File: src/rtl/display_scanner.sv
// display_scanner
// Time-multiplexed scan controller for a 4-digit common-anode seven-segment
// display. Holds a double-buffered 16-bit hex value and steps through the
// digits at SCAN_DIV cycles per slot. Each slot presents one nibble to the
// downstream decoder, drives the matching active-low anode after DEAD
// blanking cycles, and optionally suppresses leading zeros.
//
// Ports:
//   clk      in   system clock, rising edge
//   rst_n    in   synchronous active-low reset
//   load     in   strobe, captures data_in/dp_in into the shadow buffer
//   data_in  in   16 bits, digit k is data_in[4k+3:4k]
//   dp_in    in   4 bits, active-high decimal point per digit
//   blank_lz in   level, enables leading-zero suppression
//   value    out  nibble of the current digit
//   dp_n     out  active-low decimal point of the current digit
//   an       out  active-low anode enables, at most one low
//   frame    out  one-cycle pulse in the first cycle of each new frame
//   pending  out  shadow buffer holds data not yet swapped in
//
// All outputs are registers loaded from the next-state values, so they are a
// pure decode of the scan state with no combinational path from any input.

module display_scanner #(
   parameter int unsigned SCAN_DIV = 50000,
   parameter int unsigned DEAD     = 16
) (
   input  logic        clk,
   input  logic        rst_n,
   input  logic        load,
   input  logic [15:0] data_in,
   input  logic [3:0]  dp_in,
   input  logic        blank_lz,
   output logic [3:0]  value,
   output logic        dp_n,
   output logic [3:0]  an,
   output logic        frame,
   output logic        pending
);

   localparam int unsigned CW = $clog2(SCAN_DIV);
   localparam logic [CW-1:0] CNT_MAX = CW'(SCAN_DIV - 1);
   localparam logic [CW-1:0] DEAD_C  = CW'(DEAD);

   // Digit k (k>0) is blanked when suppression is on and it and every more
   // significant digit carry neither a nonzero nibble nor a decimal point.
   function automatic logic lz_suppress(input logic [1:0]  k,
                                        input logic [15:0] d,
                                        input logic [3:0]  dp,
                                        input logic        en);
      logic hit;
      hit = en & (k != 2'd0);
      for (int j = 0; j < 4; j++) begin
         hit = hit & ~((j >= int'(k)) & ((d[4*j +: 4] != 4'd0) | dp[j]));
      end
      return hit;
   endfunction

   logic [CW-1:0] cnt_r,      cnt_nxt_s;
   logic [1:0]    idx_r,      idx_nxt_s;
   logic [15:0]   sh_data_r,  sh_data_nxt_s;
   logic [3:0]    sh_dp_r,    sh_dp_nxt_s;
   logic [15:0]   act_data_r, act_data_nxt_s;
   logic [3:0]    act_dp_r,   act_dp_nxt_s;
   logic          pending_r,  pending_nxt_s;
   logic          frame_r,    frame_nxt_s;
   logic [3:0]    value_r,    value_nxt_s;
   logic          dp_n_r,     dp_n_nxt_s;
   logic [3:0]    an_r,       an_nxt_s;
   logic          tick_s, boundary_s, blank_s, dp_bit_s;

   // Next-state for counters and buffers, plus decode of the next outputs.
   always_comb begin
      tick_s         = (cnt_r == CNT_MAX);
      boundary_s     = tick_s & (idx_r == 2'd3);
      cnt_nxt_s      = tick_s ? '0 : cnt_r + CW'(1);
      idx_nxt_s      = tick_s ? idx_r + 2'd1 : idx_r;
      frame_nxt_s    = boundary_s;
      sh_data_nxt_s  = sh_data_r;
      sh_dp_nxt_s    = sh_dp_r;
      act_data_nxt_s = act_data_r;
      act_dp_nxt_s   = act_dp_r;
      pending_nxt_s  = pending_r;
      value_nxt_s    = 4'd0;
      an_nxt_s       = 4'b1111;
      dp_bit_s       = 1'b0;

      if (load) begin
         sh_data_nxt_s = data_in;
         sh_dp_nxt_s   = dp_in;
         pending_nxt_s = 1'b1;
      end else begin
         pending_nxt_s = pending_r;
      end

      // A load on the boundary bypasses the shadow so it is shown at once.
      if (boundary_s) begin
         if (load) begin
            act_data_nxt_s = data_in;
            act_dp_nxt_s   = dp_in;
         end else if (pending_r) begin
            act_data_nxt_s = sh_data_r;
            act_dp_nxt_s   = sh_dp_r;
         end else begin
            act_data_nxt_s = act_data_r;
            act_dp_nxt_s   = act_dp_r;
         end
         pending_nxt_s = 1'b0;
      end else begin
         act_data_nxt_s = act_data_r;
         act_dp_nxt_s   = act_dp_r;
      end

      case (idx_nxt_s)
         2'd0:    begin value_nxt_s = act_data_nxt_s[3:0];   an_nxt_s = 4'b1110; dp_bit_s = act_dp_nxt_s[0]; end
         2'd1:    begin value_nxt_s = act_data_nxt_s[7:4];   an_nxt_s = 4'b1101; dp_bit_s = act_dp_nxt_s[1]; end
         2'd2:    begin value_nxt_s = act_data_nxt_s[11:8];  an_nxt_s = 4'b1011; dp_bit_s = act_dp_nxt_s[2]; end
         2'd3:    begin value_nxt_s = act_data_nxt_s[15:12]; an_nxt_s = 4'b0111; dp_bit_s = act_dp_nxt_s[3]; end
         default: begin value_nxt_s = 4'd0;                  an_nxt_s = 4'b1111; dp_bit_s = 1'b0;            end
      endcase

      blank_s = (cnt_nxt_s < DEAD_C) |
                lz_suppress(idx_nxt_s, act_data_nxt_s, act_dp_nxt_s, blank_lz);
      if (blank_s) begin
         an_nxt_s   = 4'b1111;
         dp_n_nxt_s = 1'b1;
      end else begin
         dp_n_nxt_s = ~dp_bit_s;
      end
   end

   // State and output registers with synchronous active-low reset.
   always_ff @(posedge clk) begin
      if (!rst_n) begin
         cnt_r      <= '0;
         idx_r      <= 2'd0;
         sh_data_r  <= 16'd0;
         sh_dp_r    <= 4'd0;
         act_data_r <= 16'd0;
         act_dp_r   <= 4'd0;
         pending_r  <= 1'b0;
         frame_r    <= 1'b0;
         value_r    <= 4'd0;
         dp_n_r     <= 1'b1;
         an_r       <= 4'b1111;
      end else begin
         cnt_r      <= cnt_nxt_s;
         idx_r      <= idx_nxt_s;
         sh_data_r  <= sh_data_nxt_s;
         sh_dp_r    <= sh_dp_nxt_s;
         act_data_r <= act_data_nxt_s;
         act_dp_r   <= act_dp_nxt_s;
         pending_r  <= pending_nxt_s;
         frame_r    <= frame_nxt_s;
         value_r    <= value_nxt_s;
         dp_n_r     <= dp_n_nxt_s;
         an_r       <= an_nxt_s;
      end
   end

   assign value   = value_r;
   assign dp_n    = dp_n_r;
   assign an      = an_r;
   assign frame   = frame_r;
   assign pending = pending_r;

endmodule
File: config.mk
export PLATFORM = sky130hd
export DESIGN_NAME = display_scanner
export DESIGN_NICKNAME = d
export VERILOG_FILES = /design/src/rtl/display_scanner.sv
export SDC_FILE = /design/constraint.sdc
export NUM_CORES = 1
export LEC_CHECK = 0
export CAP_MARGIN = 20
export CORE_MARGIN = 10
export CORE_UTILIZATION = 51
export CTS_BUF_LIST = sky130_fd_sc_hd__clkbuf_16
export CTS_CLUSTER_DIAMETER = 200
export DETAILED_ROUTE_END_ITERATION = 12
export PLACE_DENSITY = 0.88
export SLEW_MARGIN = 15
export SYNTH_ARGS = -nofsm -noshare
export SYNTH_HDL_FRONTEND = slang
export SYNTH_SLANG_ARGS = --single-unit
File: constraint.sdc
create_clock -name clk -period 2.4 [get_ports clk]
set_clock_uncertainty 0.15 [all_clocks]
set_input_delay 0.24 -clock clk [delete_from_list [all_inputs] [get_ports clk]]
set_output_delay 0.24 -clock clk [all_outputs]
set_load 0.03 [all_outputs]
# Yosys cells after proc, flatten, opt, wreduce, memory -nomap -nowiden
# Cells that the tools add are included.
totals:
  out_inout_bits: 11
  wordCells: 61
  inputBits: 24
  reg_bits: 69
classes:
  magnitude_cmp: 4
  n_bitwise: 20
  reduce_logical: 8
  n_addsub: 2
  mux: 11
  eq_ne: 5
op_table:
  columns: ["op", "n"]
  rows:
  - ["$mux 16", 4]
  - ["$pmux 4 s4", 2]
  - ["$add 16x1->16 const B", 1]
  - ["$eq 16x16->1 const B", 1]
  - ["$lt 16x5->1 const B", 1]
  - ["$reduce_bool 4->1", 4]
  - ["$mux 4", 3]
  - ["$and 1x1->1", 9]
  - ["$eq 2x2->1 const B", 3]
  - ["$not 1->1", 6]
  - ["$or 1x1->1", 5]
  - ["$ge 1x2->1 const A", 2]
  - ["$pmux 1 s4", 1]
  - ["$reduce_or 2->1", 2]
  - ["$add 2x1->2 const B", 1]
  - ["$eq 2x1->1 const B", 1]
  - ["$ge 2x2->1 const A", 1]
  - ["$logic_not 2->1", 1]
  - ["$mux 2", 1]
  - ["$reduce_bool 2->1", 1]

# Logic depth before layout (Yosys ltp)
logic_depth:
  ltp_word: 13
  mapped_depth: 9
  mapped_depth_nobuf: 7

# Worst setup path before layout
# Ideal clock, no wire load.
synth_timing:
  path_kind: "flip-flop to flip-flop"
  startpoint: "register cnt_r[0]"
  endpoint: "register value_r[2], in the netlist value[2]"
  arrival_time_ns: 2.295
  required_ns: 2.129
  n_path_buf: 2
  path_stages_with_launch: 10
  setup_slack_ns: -0.167
  setup_time_ns: 0.121
  cell_sequence: "dfxtp_1 ha_1 and3_1 clkbuf_1 nand4_2 mux2i_2 buf_4 mux4_2 nor2_1 o22ai_1"
synth_between:
  elab_chain_len: 4
  elab_cells_between_ends: 9
  classes_between: "eq/ne (4); mux (3); bitwise (1); reduce/logical (1)"
synth_lines:
  columns: ["element", "line_no", "text"]
  rows:
  - ["start, declared", "59", "logic [CW-1:0] cnt_r, cnt_nxt_s;"]
  - ["start signal, assigned", "147", "cnt_r <= cnt_nxt_s;"]
  - ["$eq 16x16->1 *", "74", "tick_s = (cnt_r == CNT_MAX);"]
  - ["$mux 2 or $and 1x1->1 (tied branches)", "77, 75", null]
  - ["$eq 2x2->1, or another cell as far along", "114", "case (idx_nxt_s)"]
  - ["$pmux 4 s4 *", "114", null]
  - ["end signal, assigned", "155", "value_r <= value_nxt_s;"]
  - ["end, declared", "67", "logic [3:0] value_r, value_nxt_s;"]
# Every way passes the cells marked *; elsewhere a longest branch is shown, timed or not.
# A chain may end at the register's enable or synchronous reset.

# Worst setup path in the final report
layout_timing:
  startpoint: "register cnt_r[14]"
  endpoint: "register value_r[0], in the netlist value[0]"
# The elaborated chain is that of the path after synthesis.

==> summary.md <==
| Metric | Value |
|---|---|
| Fraction of layout cells with a size suffix above 1 | 0.254 |
| Tightest Pin Transition | ~0.7 ns |
| WHS Path Cells | 3 |
| DR WL/cell | 17.4 um |
| Aggregate global-route resource usage | 0.171 |
| Total number of clock tree sinks | between 60 and 70 |
| Maximum fanout along the worst path | 7 |
| Max Cap Violations | 0 |
| Number of warnings issued by yosys | 0 |
| Total Die Area | between 0.01 and 0.015 mm2 |
| HPWL after DPL | between 5 and 6 mm |
| Shortest clock period the worst path allows after layout | 2.43 ns |
| TritonCTS clock tree | yes |
| Number of port buffers | 34 |
| Synth Register Bits | 69 |
| Worst path slowest cell | mux4_2 |
| Crit path depth | 8 |
| Class of the worst hold path | input port to flip-flop |
| Internal portion of total power | roughly 2.2 mW |
| Required time reported for the critical path endpoint | approximately 2.5 ns |
| Number of CTS-inserted buffers | 9 |
| Sequential share of the synthesized area | 0.410 |
| Arrival time of data at the critical path endpoint | between 2 and 3 ns |
| Die Height | about 100 um |
| Number of global-route vias before repair | ~3000 |
| Final Hold Viols | 0 |
| Gate power share | 0.064 |
| Setup crit start | cnt_r[14] |
| Number of nets at the end of the flow | around 450 |
| Post-route DRC violation count | 0 |
| Count of pins over their slew limit | 0 |
| Syn-to-layout area delta | 34.2% |
| Number of instances in the synthesized netlist | 344 |
| Number of standard-cell rows in the floorplan | 29 |
| Clock latency on the worst-skew pair | ~0.33 ns |
| LEAKAGE | approximately 1.9 nW |
| Antenna Diode Count | 0 |
| Core outline area | approximately 0.0064 mm2 |
| Maximum number of pins on one net before global-route repair | 42 |
| Net switching power | about 0.59 mW |
| Drt via density | 5.72 |
| Cell variety after synth | 58 |
| Gate family responsible for the most delay along the worst path | simple AND/OR/NAND/NOR gates |
| Global route overflow | 0 |
| Setup slack on the worst flop-to-flop path | -0.03 ns |
| Commonest register cell after synthesis | dfxtp_1 |
| Drt initial violations | 150 |
| Critical path class | flip-flop to flip-flop |
| Ratio of final minimum period to clock period | 1.01 |
| F_max | 411 MHz |
| Drt first pass iters | 4 |
| Mapped cell area | 0.00337 mm2 |
| Worst-case vdd ir drop | 0.000557 V |
| Final wirelength | between 8 and 9 mm |
| Final setup fails | 2 |
| Global placement routability congestion | around 0.84 |
| Register clock-pin slew on the reported worst setup and hold paths | 0.06 ns |
| Most used cells in the layout excluding fill and tap cells | dfxtp_1, buf_4, clkdlybuf4s50_1, mux2i_1, nor2b_1 |
| Critical R2R Launch | cnt_r[14] |
| FFs w/ async S/R, synth | 0 |
| Area of all placed cells without fillers | around 0.0045 mm2 |
| Violated checks | negative setup slack |
| Cell depth of the worst flop-to-flop path | 8 |
| Fin Hold WS | 0.287 ns |
| Via count | about 2900 |
| Post-CTS Hold Buffers | 0 |
| Critical path, cell by cell | and4_1 > and4_4 > buf_8 > mux2i_1 > a211oi_2 > buf_4 > mux4_2 > nor2b_1 |
| Initial core utilization | 0.527 |
| Count of flip-flops with a built-in enable after synthesis | 0 |
| Hold wc startpoint | load |
| Final critical-path setup slack | -0.0314 ns |
| Overall die width | about 100 um |
| Count of nets left with antenna violations after detail routing | 0 |
| Max_slew headroom | 0.529 |
| Buf/Inv on CP | 2 |
| Critical path startpoint category | flip-flop |
| Sequential group share of total power | 0.431 |
| Switch share | 0.215 |
| Crit path capture type | flip-flop |
| Most frequent standard cell in the layout excluding fill and tap cells | dfxtp_1 |
| Run status | finished with violations |
| Post-Place Setup Slack | -0.0596 ns |
| Clock share of power | 0.505 |
| Wire length of the first global-routing pass | roughly 14 mm |
| Aggregate negative setup slack | -0.0575 ns |
| Ratio of total power to cell area | around 610 mW/mm2 |
| Largest stage delay, worst path | approximately 0.45 ns |
| Post-place instance area | roughly 0.004 mm2 |
| Clk buf depth | 2 |
| Average footprint of a synthesized cell | ~9.8 um2 |
| Post-Syn Nets | between 300 and 400 |
| Number of top-level design ports | 35 |
| Clock Tree Root | clkbuf_16 |
| Number of H-tree levels | 3 |
| Number of antenna violations at the first check in global routing | 0 |
power by group through the flow:
stage	combinational, mW	clock (mW)	sequential (mW)
after floorplan	0.0904	0	1.21
after global placement	0.171	0	1.21
after detailed placement	0.174	0	1.21
after CTS	0.176	1.41	1.19
after global routing	0.192	1.46	1.19
final	0.177	1.40	1.19
registers in the layout (all words and copies together), names as in the netlist, 2 cells and up:
register and flops:
an 4, act_data_r 16, sh_dp_r 4, act_dp_r 4
idx_r 2, value 4, cnt_r 16, sh_data_r 16
metal layers:
layer | share of wire | global-route usage | up-vias | routed length, um
met5 | 0 | 0 | - | 0
met4 | 0.030 | 0.0793 | 0 | 263
met3 | 0.048 | 0.0415 | 26 | 416
met2 | 0.53 | 0.291 | 84 | 4610
met1 | 0.39 | 0.197 | 1402 | 3440
li1 | - | - | 1361 | -
worst min-delay path, delay by kind of cell:
family | cells | cell delay (ns)
simple gates | 1 | 0.10
buf+inv | 1 | 0.21
mux | 1 | 0.17
cell usage after synthesis, drive strengths merged, types with 3 or more instances:
master	count	area, um2
and3	5	31.3
nor2b	27	169
o211a	6	60.1
o211ai	3	22.5
clkbuf	9	33.8
a21o	3	22.5
mux2	10	116
nand2b	5	31.3
a21boi	4	30.0
o21ai	4	31.3
or2	3	18.8
xor2	6	52.6
nand2	14	52.6
buf	12	77.6
xnor2	13	114
mux2i	28	284
nand3	15	75.1
nor3	10	50.1
and4	3	26.3
o22ai	4	25.0
mux4	5	113
a32oi	3	26.3
inv	14	52.6
dfxtp	69	1380
nand4	5	37.5
nor4	3	33.8
nor2	23	86.3
and2	11	68.8
through the flow:
step | total power, mW | cells | utilization
after floorplan | 1.30 | 344 | -
after global routing | 2.84 | 502 | 0.708
final | 2.76 | 502 | 0.708
after detailed placement | 1.39 | 472 | 0.628
after CTS | 2.78 | 496 | 0.692
after global placement | 1.38 | 472 | 0.628
cell type report:
| type | count | area, um2 |
|---|---|---|
| clock buffers | 9 | 225 |
| well taps | 77 | 96.3 |
| repair buffers | 86 | 762 |
| flip-flops and latches | 69 | 1390 |
| inverters | 14 | 52.6 |
| fillers | 438 | 1870 |
| multi-input cells | 240 | 1910 |
| clock inverters | 7 | 90.1 |
path summary, 6_finish.rpt:
check	end
min reg2reg	sh_data_r[14]
max	value[0]
min	sh_data_r[0]
max reg2reg	value[0]
repair_timing:
item / 4_1_cts / 5_1_grt
pin swaps: 2 / 6
cloned: 0 / 0
buffers inserted: 8 / 6
resized for setup: 6 / 12
setup endpoints to repair: 5 / 8
cell families after synthesis:
logic type      Yosys count  synth area share
mux                      43             0.152
buf+inv                  35            0.0487
simple gates            135             0.233
compound gates           41            0.0992
flops                    69             0.410
xor+xnor                 19            0.0494
fa+ha+maj                 2           0.00743
Power figures use the tool's default switching activity.
